**src/rtl/divider_arbiter.sv**
```systemverilog
// Round-robin arbiter sharing one divider among N_REQ requesters.
// Latches operands at grant, issues start, waits with a watchdog.
module divider_arbiter #(
  parameter int N_REQ   = 4,
  parameter int W       = 10,
  parameter int TIMEOUT = 63
) (
  input  logic               clk,
  input  logic               sclr,
  input  logic [N_REQ-1:0]   req,
  input  logic [N_REQ*W-1:0] a_flat,
  input  logic [N_REQ*W-1:0] b_flat,
  output logic [N_REQ-1:0]   gnt,
  output logic [N_REQ-1:0]   done,
  output logic [W-1:0]       res_q,
  output logic               res_dvz,
  output logic               res_ovf,
  output logic               res_err,
  output logic               div_start,
  output logic               div_sclr,
  output logic [W-1:0]       div_a,
  output logic [W-1:0]       div_b,
  input  logic               div_busy,
  input  logic               div_valid,
  input  logic               div_dvz,
  input  logic               div_ovf,
  input  logic [W-1:0]       div_q
);

  localparam int IW = (N_REQ > 1) ? $clog2(N_REQ) : 1;
  localparam logic [5:0] WD_MAX = 6'(TIMEOUT);

  typedef enum logic [2:0] {
    S_IDLE, S_ISSUE, S_WAIT, S_DONE, S_ABORT
  } state_t;

  state_t           state_q;
  logic [IW-1:0]    ptr_q;
  logic [IW-1:0]    idx_q;
  logic [IW-1:0]    ptr_d;
  logic [IW-1:0]    pick;
  logic             found;
  logic [N_REQ-1:0] onehot;
  logic [5:0]       wd_q;
  logic [N_REQ-1:0] gnt_q;
  logic [N_REQ-1:0] done_q;
  logic [W-1:0]     rq_q;
  logic             dvz_q;
  logic             ovf_q;
  logic             err_q;
  logic             start_q;
  logic             clr_q;
  logic [W-1:0]     a_q;
  logic [W-1:0]     b_q;
  logic             cmpl;
  logic             unused_busy;

  assign unused_busy = div_busy;
  assign cmpl = div_valid | div_dvz | div_ovf;

  // First set request at or after ptr, wrapping.
  always_comb begin
    int j;
    j     = 0;
    pick  = '0;
    found = 1'b0;
    for (int k = 0; k < N_REQ; k++) begin
      j = int'(ptr_q) + k;
      if (j >= N_REQ) j -= N_REQ;
      if (!found && req[j]) begin
        found = 1'b1;
        pick  = IW'(j);
      end
    end
  end

  assign onehot = {{(N_REQ-1){1'b0}}, 1'b1} << pick;
  assign ptr_d  = (idx_q == IW'(N_REQ-1)) ? '0 : idx_q + 1'b1;

  always_ff @(posedge clk or posedge sclr) begin
    if (sclr) begin
      state_q <= S_IDLE;
      ptr_q   <= '0;
      idx_q   <= '0;
      wd_q    <= '0;
      gnt_q   <= '0;
      done_q  <= '0;
      rq_q    <= '0;
      dvz_q   <= 1'b0;
      ovf_q   <= 1'b0;
      err_q   <= 1'b0;
      start_q <= 1'b0;
      clr_q   <= 1'b0;
      a_q     <= '0;
      b_q     <= '0;
    end else begin
      start_q <= 1'b0;
      clr_q   <= 1'b0;
      done_q  <= '0;
      unique case (state_q)
        S_IDLE: if (found) begin
          gnt_q   <= onehot;
          idx_q   <= pick;
          a_q     <= a_flat[pick*W +: W];
          b_q     <= b_flat[pick*W +: W];
          start_q <= 1'b1;
          state_q <= S_ISSUE;
        end
        S_ISSUE: begin
          wd_q    <= '0;
          state_q <= S_WAIT;
        end
        S_WAIT: if (cmpl) begin
          rq_q    <= div_q;
          dvz_q   <= div_dvz;
          ovf_q   <= div_ovf;
          err_q   <= 1'b0;
          done_q  <= gnt_q;
          state_q <= S_DONE;
        end else begin
          wd_q <= wd_q + 6'd1;
          if (wd_q + 6'd1 == WD_MAX) begin
            rq_q    <= '0;
            dvz_q   <= 1'b0;
            ovf_q   <= 1'b0;
            err_q   <= 1'b1;
            done_q  <= gnt_q;
            clr_q   <= 1'b1;
            state_q <= S_ABORT;
          end
        end
        S_DONE, S_ABORT: begin
          gnt_q   <= '0;
          ptr_q   <= ptr_d;
          state_q <= S_IDLE;
        end
        default: state_q <= S_IDLE;
      endcase
    end
  end

  assign gnt       = gnt_q;
  assign done      = done_q;
  assign res_q     = rq_q;
  assign res_dvz   = dvz_q;
  assign res_ovf   = ovf_q;
  assign res_err   = err_q;
  assign div_start = start_q;
  assign div_sclr  = clr_q;
  assign div_a     = a_q;
  assign div_b     = b_q;

endmodule

```
**config.mk**
```make
export PLATFORM = sky130hd
export DESIGN_NAME = divider_arbiter
export DESIGN_NICKNAME = d
export VERILOG_FILES = /design/src/rtl/divider_arbiter.sv
export SDC_FILE = /design/constraint.sdc
export NUM_CORES = 1
export LEC_CHECK = 0
export CAP_MARGIN = 40
export CORE_AREA = 2 2 100 102
export DETAILED_ROUTE_END_ITERATION = 16
export DIE_AREA = 0 0 102 104
export SLEW_MARGIN = 10
export SYNTH_ARGS = -nofsm -noshare
export SYNTH_HDL_FRONTEND = slang
export SYNTH_SLANG_ARGS = --single-unit
export TNS_END_PERCENT = 50
```
**constraint.sdc**
```tcl
create_clock -name clk -period 1.85 [get_ports clk]
set_input_delay 0.4625 -clock clk [delete_from_list [all_inputs] [get_ports clk]]
set_output_delay 0.4625 -clock clk [all_outputs]
set_load 0.005 [all_outputs]
```
# Word-level counts from Yosys, hierarchy flattened
# Index checks and enable logic that the tools add are counted.
# word_totals
out_inout_bits	43
inputBits	100
word_cells	110
reg_bits	56
# op_classes
n_mul	1
magnitude_cmp	8
mux	48
n_addsub	9
shifts	3
bitwise_logic	2
n_reduce_logical	16
n_eq_ne	9
# ops
cell	n
32-bit by 4-bit < comparator with 1-bit output, second input constant	4
32-bit 2-to-1 mux	4
40-bit by 7-bit indexed part select with 10-bit output	2
1-bit 2-to-1 mux	22
10-bit 2-to-1 mux	2
4-bit 2-to-1 mux	4
6-bit case mux with 2 select lines	1
3-bit by 3-bit subtractor with 4-bit output, second input constant	3
2-bit 2-to-1 mux	5
2-bit AND reduction	5
3-bit greater-or-equal comparator, second input constant	3
3-bit 2-to-1 mux	3
3-bit case mux with 3 select lines	1
1-bit binary-select mux with 2-bit select	4
4-bit case mux with 2 select lines	1
2-bit by 2-bit adder with 3-bit output, second input constant	2
6-bit by 1-bit adder with 6-bit output, second input constant	1
3-bit by 2-bit equality test with 1-bit output, second input constant	2
6-bit equality test, second input constant	1
6-bit 2-to-1 mux	1
2-bit nonzero test	3
2-bit by 3-bit multiplier with 5-bit output, second input constant	1
2-bit != test, second input constant	2
1-bit by 2-bit << shifter with 4-bit output, first input constant	1
13 further kinds	18

# Longest topological paths before layout
# Gate-level depths: netlist (run 1).
# logic_depth
ltp_word	18
ltp_mapped	7
ltp_nobuf	6

# Worst setup path after synthesis (run 1)
# Ideal clock, no wire load.
# synth_timing
kind	input port to flip-flop
start	input req[1]
end	register a_q[9] (netlist: div_a[9])
path_buffers	2
arrival_time_ns	1.756
required_time_ns	1.717
setup_time_ns	0.133
stages	7
slack_ns	-0.039
path_cell_list	or3b_2 -> o221ai_1 -> buf_4 -> buf_4 -> mux2i_1 -> a2bb2oi_1 -> o21ai_0
# synth_between
elab_chain_len	15
word_cells_on_any_way	29
classes_between	mul (1); shift (1); mux (20); reduce/logical (7)
# synth_rtl
item	line	rtl
start, declared	10	input logic [N_REQ-1:0] req,
1-bit binary-select mux with 2-bit select	70	if (!found && req[j]) begin
1-bit 2-to-1 mux (not written as such) (2 in series)	70	
1-bit 2-to-1 mux	70	
1-bit logical NOT	70	
1-bit logical AND	70	
1-bit 2-to-1 mux	70	
1-bit logical NOT	70	
1-bit logical AND	70	
1-bit 2-to-1 mux	70	
1-bit logical NOT	70	
1-bit logical AND	70	
2-bit 2-to-1 mux	70	
2-bit by 3-bit multiplier with 5-bit output	104	a_q <= a_flat[pick*W +: W];
40-bit by 7-bit indexed part select with 10-bit output	104	
end signal, assigned	104	
end, declared	53	logic [W-1:0] a_q;
# Parallel ways exist; a longest one is shown, timed or not. The select of a mux whose other input is x is not followed.
# A chain may end at the register's enable or synchronous reset.

# Final worst setup path (run 1)
# layout_timing
start	register ptr_q[1]
end	register a_q[4] (netlist: div_a[4])
# layout_between
elab_chain_len	17
word_cells_on_any_way	44
classes_between	add/sub (7); mul (1); order compare (4); shift (1); mux (24); reduce/logical (7)
# layout_rtl
item	line	rtl
start, declared	38	logic [IW-1:0] ptr_q;
start signal, assigned	134	ptr_q <= ptr_d;
parallel branches: the longest is 17 deep, another holds 3-bit by 3-bit subtractor with 4-bit output	n/a	
# Several ways; the timed one is not identified. The select of a mux whose other input is x is not followed.

==> impl_metrics.csv, run 1 <==
group,metric,value,unit
floorplanning,start_util,0.294,
detailed_routing,drc_errors,0,
timing,worst_pin_slew,410,ps
logic_synthesis,ys_seq_elements,56,
timing,setup_ws,5.45,ps
clock_tree,clockBufferDepth,2,
power_and_ir_drop,peakVddDrop,0.488,mV
critical_path,crit_path_top_delay_cell,"dfrtp_1",
logic_synthesis,netlist_instances,251,
logic_synthesis,yosys.area.top_type,"dfrtp_1",
floorplanning,io_pins,143,
clock_tree,numCtsBuffers,5,
critical_path,crit_path_start,"ptr_q[1]",
critical_path,path_depth,8,
critical_path,criticalPathCategory,"flip-flop to flip-flop",
detailed_routing,wirelength,8340,um
power_and_ir_drop,p_leak,2.22,nW
global_route,grt_pass1_wl,13300,um
timing,finalHoldViolCount,0,
layout,final_common_cell,"clkdlybuf4s50_1",
layout,stdcell_area,0.00495,mm^2
placement,place_area,0.00468,mm^2
critical_path,crit_buf_inv,3,
layout,area_delta_synth_final,76.2,%
logic_synthesis,synth.net_count,354,
critical_path,worst-r2r-cell-count,8,
critical_path,setup.worst_path.start_class,"flip-flop",
clock_tree,cts_hold_buf,0,
floorplanning,die_w,102,um
logic_synthesis,ys_warn_count,0,
timing,finalSetupTns,0,ps
placement,finalWeightedCongestion,0.762,
critical_path,cp_cell_sequence,"buf_6 -> mux2i_4 -> o221ai_4 -> buf_12 -> buf_12 -> mux2i_4 -> a2bb2oi_1 -> o21ai_1",
global_route,grt-ovfl-total,0,
detailed_routing,drtIter0Drc,82,
global_route,grt_usage,0.158,
logic_synthesis,seq_area_frac_synth,0.499,
critical_path,cp-endpoint,"div_a[4]",
power_and_ir_drop,p_per_area,1270,mW/mm^2
timing,finClkSkew,7.53,ps
status,status,"finished clean",
global_route,grt_max_degree,57,
clock_tree,htreeDepth,2,
logic_synthesis,synth_area_per_cell,11.2,um^2
timing,period_needed,1840,ps
critical_path,path_max_fanout,8,
timing,setup_viol,0,
global_route,antenna_found_initial,0,
placement,pre_cts_slack,-579,ps
layout,drive_above_1_share,0.166,
global_route,grt_pass1_vias,2751,
timing,slew_viol_final,0,
floorplanning,rows,36,
clock_tree,cts_tree,"yes",
critical_path,ff2ff_setup_slack,5,ps
logic_synthesis,synthDistinctLibCells,36,
detailed_routing,wl_per_cell,14.7,um
timing,slew_headroom,0.724,
layout,layout_common_cells,"137 x clkdlybuf4s50_1, 56 x dfrtp_1, 37 x mux2i_1, 37 x buf_4, 19 x a2bb2oi_1",
clock_tree,clkLatencyLatePin,320,ps
flow_run,maxCapViolations,0,
placement,portBuffers,141,
critical_path,crit-reg2reg-launch,"ptr_q[1]",
layout,layout.nets,535,
floorplanning,die-area,0.0106,mm^2
detailed_routing,drt-pass1-iter-count,4,
detailed_routing,viasPerCell,4.69,
hold_path,worstHoldPathCells,1,
logic_synthesis,yosysTopAreaCellShare,0.499,
floorplanning,fp.dieH,104,um
critical_path,worst_ep_arrival_time,2050,ps
timing,max_freq,542,MHz
logic_synthesis,syn_area,0.00281,mm^2
layout,final_core_util,0.518,
clock_tree,cts-root-buf,"clkbuf_8",
critical_path,crit_path_end_kind,"flip-flop",
timing,hold_slack,496,ps
critical_path,r2r_end,"div_a[4]",
critical_path,slowest_delay,430,ps
detailed_routing,vias,2653,
critical_path,path_delay_family,"compound AO/OA/AOI/OAI gates",
hold_path,min_path_type,"flip-flop to flip-flop",
placement,dp_hpwl,6200,um
logic_synthesis,ys_top_cells_by_area,"dfrtp_1 50%, mux2i_1 15%, a2bb2oi_1 6.2%",
clock_tree,clk_pin_slew,110,ps
clock_tree,cts_sinks,56,
detailed_routing,ant_nets,0,
critical_path,critPathRequiredTime,2060,ps
timing,finalCritPeriodShare,0.997,
timing,rsz0062_at_grt,"yes",
layout,n_antenna_cell,0,
floorplanning,core_area,0.00955,mm^2
## synth_stat cells
master     number
a2bb2oi_1      20
clkbuf_1        6
a221o_1         1
a21oi_1         1
ha_1            3
o211ai_1        1
xor2_1          3
nor2b_1         5
nor2_1          5
mux2i_1        41
buf_6           2
o21bai_1        1
a21boi_0        1
o221ai_1        1
or3b_2          1
or3_4           1
a2111oi_4       1
buf_4           3
o21ai_0        32
nand2_1        14
nand3_1        12
nor3b_1         2
a21o_1          3
nor3_1          3
and2_1          3
mux2_2          1
nor2_2          1
o31ai_1         1
o41ai_1         1
nor4_1          2
a22o_1         12
buf_2           4
nand2b_1        1
inv_1           5
and2b_1         1
dfrtp_1        56
## routing by layer
layer / global-route usage / up-vias / part of all wire
met1: 0.184 / 1249 / 0.41
met4: 0.0343 / 0 / 0.011
li1: - / 1294 / -
met5: 0 / - / 0
met3: 0.0437 / 7 / 0.078
met2: 0.283 / 103 / 0.50
## how the worst min path moves through the flow
stage / start / end / slack (ps)
2_1_floorplan: idx_q[1] / idx_q[1] / 450
3_3_place_gp: idx_q[0] / ptr_q[0] / 470
3_5_place_dp: idx_q[1] / idx_q[1] / 480
4_1_cts: idx_q[0] / ptr_q[0] / 500
5_1_grt: res_ovf / res_ovf / 520
6_report: idx_q[0] / ptr_q[0] / 500
## sequential cells by signal, summed over array words and instances (netlist names)
| register | flops |
|---|---|
| done | 4 |
| ptr_q | 2 |
| state_q | 3 |
| res_q | 10 |
| div_sclr | 1 |
| res_err | 1 |
| div_a | 10 |
| wd_q | 6 |
| res_ovf | 1 |
| idx_q | 2 |
| gnt | 4 |
| div_b | 10 |
| res_dvz | 1 |
| div_start | 1 |
## final cells by class
type,count,area (um^2)
fill,885,4600
timing repair buffer,189,1880
sequential,56,1400
multi-input combinational,175,1390
tap,133,166
clock buffer,5,68.8
clock inverter,3,22.5
inverter,5,18.8
## worst reg2reg max path, stage by stage, from the launching register on
cell	delay, ps
dfrtp_1	430
buf_6	140
mux2i_4	180
o221ai_4	220
buf_12	160
buf_12	140
mux2i_4	230
a2bb2oi_1	160
o21ai_1	70
## what timing repair did
action | in CTS | in global routing
setup endpoints to repair | 36 | 32
resized for setup | 16 | 23
pin swaps | 6 | 16
gates cloned | 2 | 0
setup buffers | 8 | 0
## where the power goes
| part | internal (mW) | switching (mW) |
|---|---|---|
| logic | 2.19 | 1.41 |
| registers | 1.70 | 0.284 |
| clock network | 0.273 | 0.435 |
## through the flow
step | cells | total power [mW]
floorplan | 251 | 3.52
global placement | 549 | 5.23
detailed placement | 549 | 5.28
CTS | 567 | 6.33
global route | 566 | 6.74
finish | 566 | 6.29
## cells by family after synthesis
group,share of synthesized area
compound gates,0.197
flops,0.499
simple gates,0.0939
mux,0.150
buf+inv,0.0378
xor+xnor,0.00935
fa+ha+maj,0.0134
Power figures use the tool's default switching activity.
==> run 2, diff against run 1 <==
--- a/config.mk
+++ b/config.mk
@@ -6,9 +6,11 @@
 export NUM_CORES = 1
 export LEC_CHECK = 0
 export CAP_MARGIN = 40
-export CORE_AREA = 2 2 100 102
+export CORE_AREA = 2 2 92 94
 export DETAILED_ROUTE_END_ITERATION = 16
-export DIE_AREA = 0 0 102 104
+export DIE_AREA = 0 0 94 96
+export PLACE_DENSITY = 0.75
+export SETUP_SLACK_MARGIN = 0.5
 export SLEW_MARGIN = 10
 export SYNTH_ARGS = -nofsm -noshare
 export SYNTH_HDL_FRONTEND = slang
==> impl_metrics.csv, run 2 (synthesis results as in run 1) <==
group,metric,value,unit
power_and_ir_drop,peakVddDrop,0.635,mV
timing,finalSetupTns,-11.6,ps
floorplanning,die_w,94,um
status,violations,"setup timing",
clock_tree,cts_tree,"yes",
critical_path,worst_ep_arrival_time,2060,ps
timing,max_freq,537,MHz
global_route,grt_max_degree,22,
timing,worst_pin_slew,409,ps
placement,finalWeightedCongestion,0.829,
floorplanning,rows,33,
timing,rsz0062_at_grt,"yes",
critical_path,criticalPathCategory,"flip-flop to flip-flop",
detailed_routing,vias,2825,
floorplanning,core_area,0.00805,mm^2
critical_path,setup.worst_path.start_class,"flip-flop",
global_route,grt_pass1_vias,2875,
layout,stdcell_area,0.00539,mm^2
timing,finClkSkew,8.00,ps
critical_path,crit-reg2reg-launch,"ptr_q[1]",
clock_tree,cts-root-buf,"clkbuf_8",
timing,period_needed,1860,ps
placement,place_area,0.00462,mm^2
power_and_ir_drop,p_per_area,1240,mW/mm^2
clock_tree,clkLatencyLatePin,300,ps
placement,placed_cells,519,
floorplanning,fp.dieH,96,um
hold_path,min_path_type,"input port to async pin",
clock_tree,numCtsBuffers,5,
detailed_routing,drt-pass1-iter-count,4,
critical_path,critPathRequiredTime,2050,ps
detailed_routing,wirelength,9160,um
floorplanning,start_util,0.349,
floorplanning,io_pins,143,
flow_run,maxCapViolations,0,
timing,slew_headroom,0.726,
power_and_ir_drop,p_leak,2.83,nW
placement,dp_hpwl,6340,um
layout,final_common_cell,"clkdlybuf4s50_1",
layout,layout_common_cells,"91 x clkdlybuf4s50_1, 53 x dfrtp_1, 43 x buf_4",
floorplanning,die-area,0.00902,mm^2
clock_tree,htreeDepth,2,
detailed_routing,wl_per_cell,16.3,um
detailed_routing,drc_errors,0,
status,status,"finished, violations left",
clock_tree,cts_sinks,56,
layout,layout.nets,560,
critical_path,crit_path_end_kind,"flip-flop",
critical_path,crit_path_start,"ptr_q[1]",
layout,final_core_util,0.669,
global_route,grt_usage,0.189,
critical_path,path_max_fanout,8,
global_route,antenna_found_initial,0,
power_and_ir_drop,finalPower,6.69,mW
placement,portBuffers,141,
timing,finalHoldViolCount,0,
layout,area_delta_synth_final,91.7,%
layout,fin_cells,563,
clock_tree,clockBufferDepth,2,
layout,drive_above_1_share,0.303,
timing,setup_ws,-11.6,ps
timing,finalCritPeriodShare,1.01,
global_route,grt-ovfl-total,0,
global_route,grt_pass1_wl,13300,um
clock_tree,clk_pin_slew,100,ps
detailed_routing,ant_nets,0,
layout,n_antenna_cell,0,
detailed_routing,drtIter0Drc,80,
detailed_routing,viasPerCell,5.02,
timing,slew_viol_final,0,
timing,setup_viol,1,
layout,fillCellCount,616,
-- run 2: cell count changes in the layout (fill, tap and decap cells not counted), sizes merged --
cell,delta
buf,+32
inv,-2
dlygate4sd2,-2
clkdlybuf4s50,-46
clkinvlp,+1
clkdlybuf4s15,+1
clkinv,-2
clkbuf,+12
dlymetal6s2s,+31
-- run 2: timing repair --
item / in CTS / in global routing
gates resized for setup: 67 / 107
gates cloned: 3 / 2
endpoints found under the setup margin: 97 / 91
hold endpoints to repair: 0 / 0
buffers inserted: 21 / 10
pin swaps: 10 / 20
hold buffers: 0 / 0
-- run 2: per-stage QoR --
stage	hold slack, ps	setup slack (ps)
2_1_floorplan	451	56.6
3_3_place_gp	461	-473
3_5_place_dp	473	-512
4_1_cts	500	21.9
5_1_grt	514	-107
6_report	496	-11.6
-- run 2: metal layers --
metal / wire length (um) / track usage / vias up / part of all wire
met5: 0 / 0 / - / 0
met4: 235 / 0.0700 / 0 / 0.026
met2: 4960 / 0.355 / 120 / 0.54
met1: 3290 / 0.205 / 1346 / 0.36
li1: - / - / 1346 / -
met3: 674 / 0.0486 / 13 / 0.074
-- run 2: worst max-delay path: stages, from the launching register on --
cell and delay (ps):
dfrtp_2 460, or3b_4 400, o221ai_4 120, buf_12 180
buf_4 110, mux2i_1 210, a2bb2oi_1 190, o21ai_1 80
-- run 2: area by class of cell --
class	instances	area, um^2	share of cell area
clock buffers	8	90.1	0.0167
flip-flops and latches	56	1410	0.261
well taps	105	131	0.0244
multi-input cells	175	1570	0.291
repair buffers	214	2170	0.403
inverters	5	22.5	0.00418
-- run 2: final timing paths --
path | depth (start not counted) | to | slack, ps
max | 7 | div_a[1] | -10
min | 2 | div_a[7] | 500
max reg2reg | 7 | div_a[1] | -10
min reg2reg | 1 | res_err | 500
max in group asynchronous | 3 | ptr_q[1] | 910
min in group clk | 1 | res_err | 500
-- run 2: where the power goes --
part           leakage [nW]  internal [mW]  total, mW  switching [mW]
Combinational          2.07           2.35       3.98            1.63
Sequential            0.712           1.70       2.02           0.318
Clock                0.0455          0.307      0.681           0.375
==> run 3, diff against run 2 <==
--- a/config.mk
+++ b/config.mk
@@ -11,8 +11,7 @@
 export DIE_AREA = 0 0 94 96
 export PLACE_DENSITY = 0.75
 export SETUP_SLACK_MARGIN = 0.5
-export SLEW_MARGIN = 10
+export SLEW_MARGIN = 5
 export SYNTH_ARGS = -nofsm -noshare
 export SYNTH_HDL_FRONTEND = slang
 export SYNTH_SLANG_ARGS = --single-unit
-export TNS_END_PERCENT = 50
==> impl_metrics.csv, run 3 (synthesis results as in run 1) <==
group,metric,value,unit
power_and_ir_drop,p_leak,2.50,nW
clock_tree,clkLatencyLatePin,310,ps
hold_path,worstHoldPathCells,1,
critical_path,crit_buf_inv,5,
placement,portBuffers,141,
timing,finalCritPeriodShare,0.983,
layout,final_core_util,0.639,
timing,setup_ws,31.9,ps
clock_tree,numCtsBuffers,5,
critical_path,crit-reg2reg-launch,"ptr_q[1]",
critical_path,setup.worst_path.start_class,"flip-flop",
detailed_routing,top_layer,"met4",
clock_tree,cts-root-buf,"clkbuf_8",
detailed_routing,wirelength,9080,um
critical_path,crit_path_end_kind,"flip-flop",
clock_tree,clockBufferDepth,2,
clock_tree,clk_pin_slew,110,ps
layout,layout_common_cells,"91 x clkdlybuf4s50_1, 52 x dfrtp_1, 47 x buf_4",
layout,area_delta_synth_final,83.1,%
power_and_ir_drop,peakVddDrop,0.511,mV
critical_path,cp_cell_sequence,"buf_4 -> a21boi_4 -> o221ai_4 -> buf_12 -> buf_12 -> buf_16 -> buf_4 -> mux2i_2 -> o21ai_1",
clock_tree,cts_tree,"yes",
detailed_routing,dr_wl_met2,5120,um
clock_tree,htreeDepth,2,
layout,n_antenna_cell,0,
critical_path,ff2ff_setup_slack,30,ps
critical_path,critPathRequiredTime,2060,ps
timing,period_needed,1820,ps
critical_path,worst_ep_arrival_time,2020,ps
clock_tree,cts_sinks,56,
floorplanning,rows,33,
placement,dp_hpwl,6380,um
global_route,grt_usage,0.190,
timing,setup_viol,0,
critical_path,path_delay_family,"buffers and inverters",
power_and_ir_drop,finalPower,6.49,mW
detailed_routing,drt-pass1-iter-count,4,
detailed_routing,wl_per_cell,16.1,um
global_route,grt_pass1_wl,13400,um
detailed_routing,vias,2770,
floorplanning,core_area,0.00805,mm^2
critical_path,criticalPathCategory,"flip-flop to flip-flop",
placement,pre_cts_slack,-531,ps
power_and_ir_drop,p_per_area,1260,mW/mm^2
critical_path,r2r_end,"div_a[6]",
timing,slew_viol_final,0,
status,status,"finished clean",
layout,drive_above_1_share,0.357,
detailed_routing,m1WireLength,3630,um
timing,finClkSkew,6.93,ps
floorplanning,die-area,0.00902,mm^2
floorplanning,io_pins,143,
critical_path,crit_path_top_delay_cell,"dfrtp_2",
critical_path,cp-endpoint,"div_a[6]",
timing,max_freq,550,MHz
timing,slew_headroom,0.721,
detailed_routing,viasPerCell,4.91,
global_route,grt_max_degree,27,
placement,finalWeightedCongestion,0.826,
critical_path,path_max_fanout,6,
flow_run,maxCapViolations,0,
global_route,grt_pass1_vias,2826,
detailed_routing,drc_errors,0,
timing,finalHoldViolCount,0,
global_route,antenna_found_initial,0,
floorplanning,fp.dieH,96,um
critical_path,path_depth,9,
critical_path,worst-r2r-cell-count,9,
critical_path,slowest_delay,440,ps
floorplanning,start_util,0.349,
critical_path,crit_path_start,"ptr_q[1]",
layout,final_common_cell,"clkdlybuf4s50_1",
timing,worst_pin_slew,415,ps
floorplanning,die_w,94,um
global_route,grt-ovfl-total,0,
layout,layout.nets,561,
detailed_routing,ant_nets,0,
detailed_routing,wl_met3,272,um
hold_path,min_path_type,"flip-flop to flip-flop",
timing,rsz0062_at_grt,"yes",
detailed_routing,drtIter0Drc,78,
[run 3: repair_timing]
action                                  CTS  global route
buffers inserted                         23             8
hold buffers                              0             0
cloned                                    2             2
endpoints found under the setup margin   97            60
pin swaps                                17            16
gates resized for setup                 208            25
[run 3: area by class of cell]
type / count / area [um^2]
fill: 645 / 2910
tap: 105 / 131
clock inverter: 3 / 22.5
timing repair buffer: 215 / 1960
clock buffer: 5 / 68.8
sequential: 56 / 1410
multi-input combinational: 175 / 1540
inverter: 5 / 22.5
[run 3: worst reg2reg max path, stage by stage, from the launching register on]
cell and delay, ps:
dfrtp_2 440, buf_4 160, a21boi_4 180, o221ai_4 130, buf_12 160, buf_12 130
buf_16 130, buf_4 130, mux2i_2 180, o21ai_1 80
[run 3: worst min-delay path by stage]
stage | start | end | slack [ps]
2_1_floorplan | idx_q[1] | idx_q[1] | 450
3_3_place_gp | res_err | res_err | 460
3_5_place_dp | res_err | res_err | 470
4_1_cts | res_err | res_err | 490
5_1_grt | res_err | res_err | 500
6_report | res_err | res_err | 480
[run 3: per-stage QoR]
step / hold WS [ps] / instances / area, um^2 / setup TNS, ps
after floorplan: 449 / 251 / 2940 / 0
after global placement: 464 / 521 / 4710 / -10200
after detailed placement: 465 / 521 / 4710 / -12600
after CTS: 486 / 554 / 4980 / 0
after global routing: 497 / 564 / 5140 / -305
final: 484 / 564 / 5140 / 0
[run 3: per-layer routing]
layer  up-vias  track usage
met5         -            0
met4         0       0.0459
met3         6       0.0305
met2        70        0.354
met1      1352        0.229
li1       1342            -
[run 3: power breakdown]
| group | switching, mW | internal [mW] |
|---|---|---|
| Combinational | 1.60 | 2.19 |
| Sequential | 0.307 | 1.70 |
| Clock | 0.417 | 0.273 |
| Total | 2.33 | 4.17 |
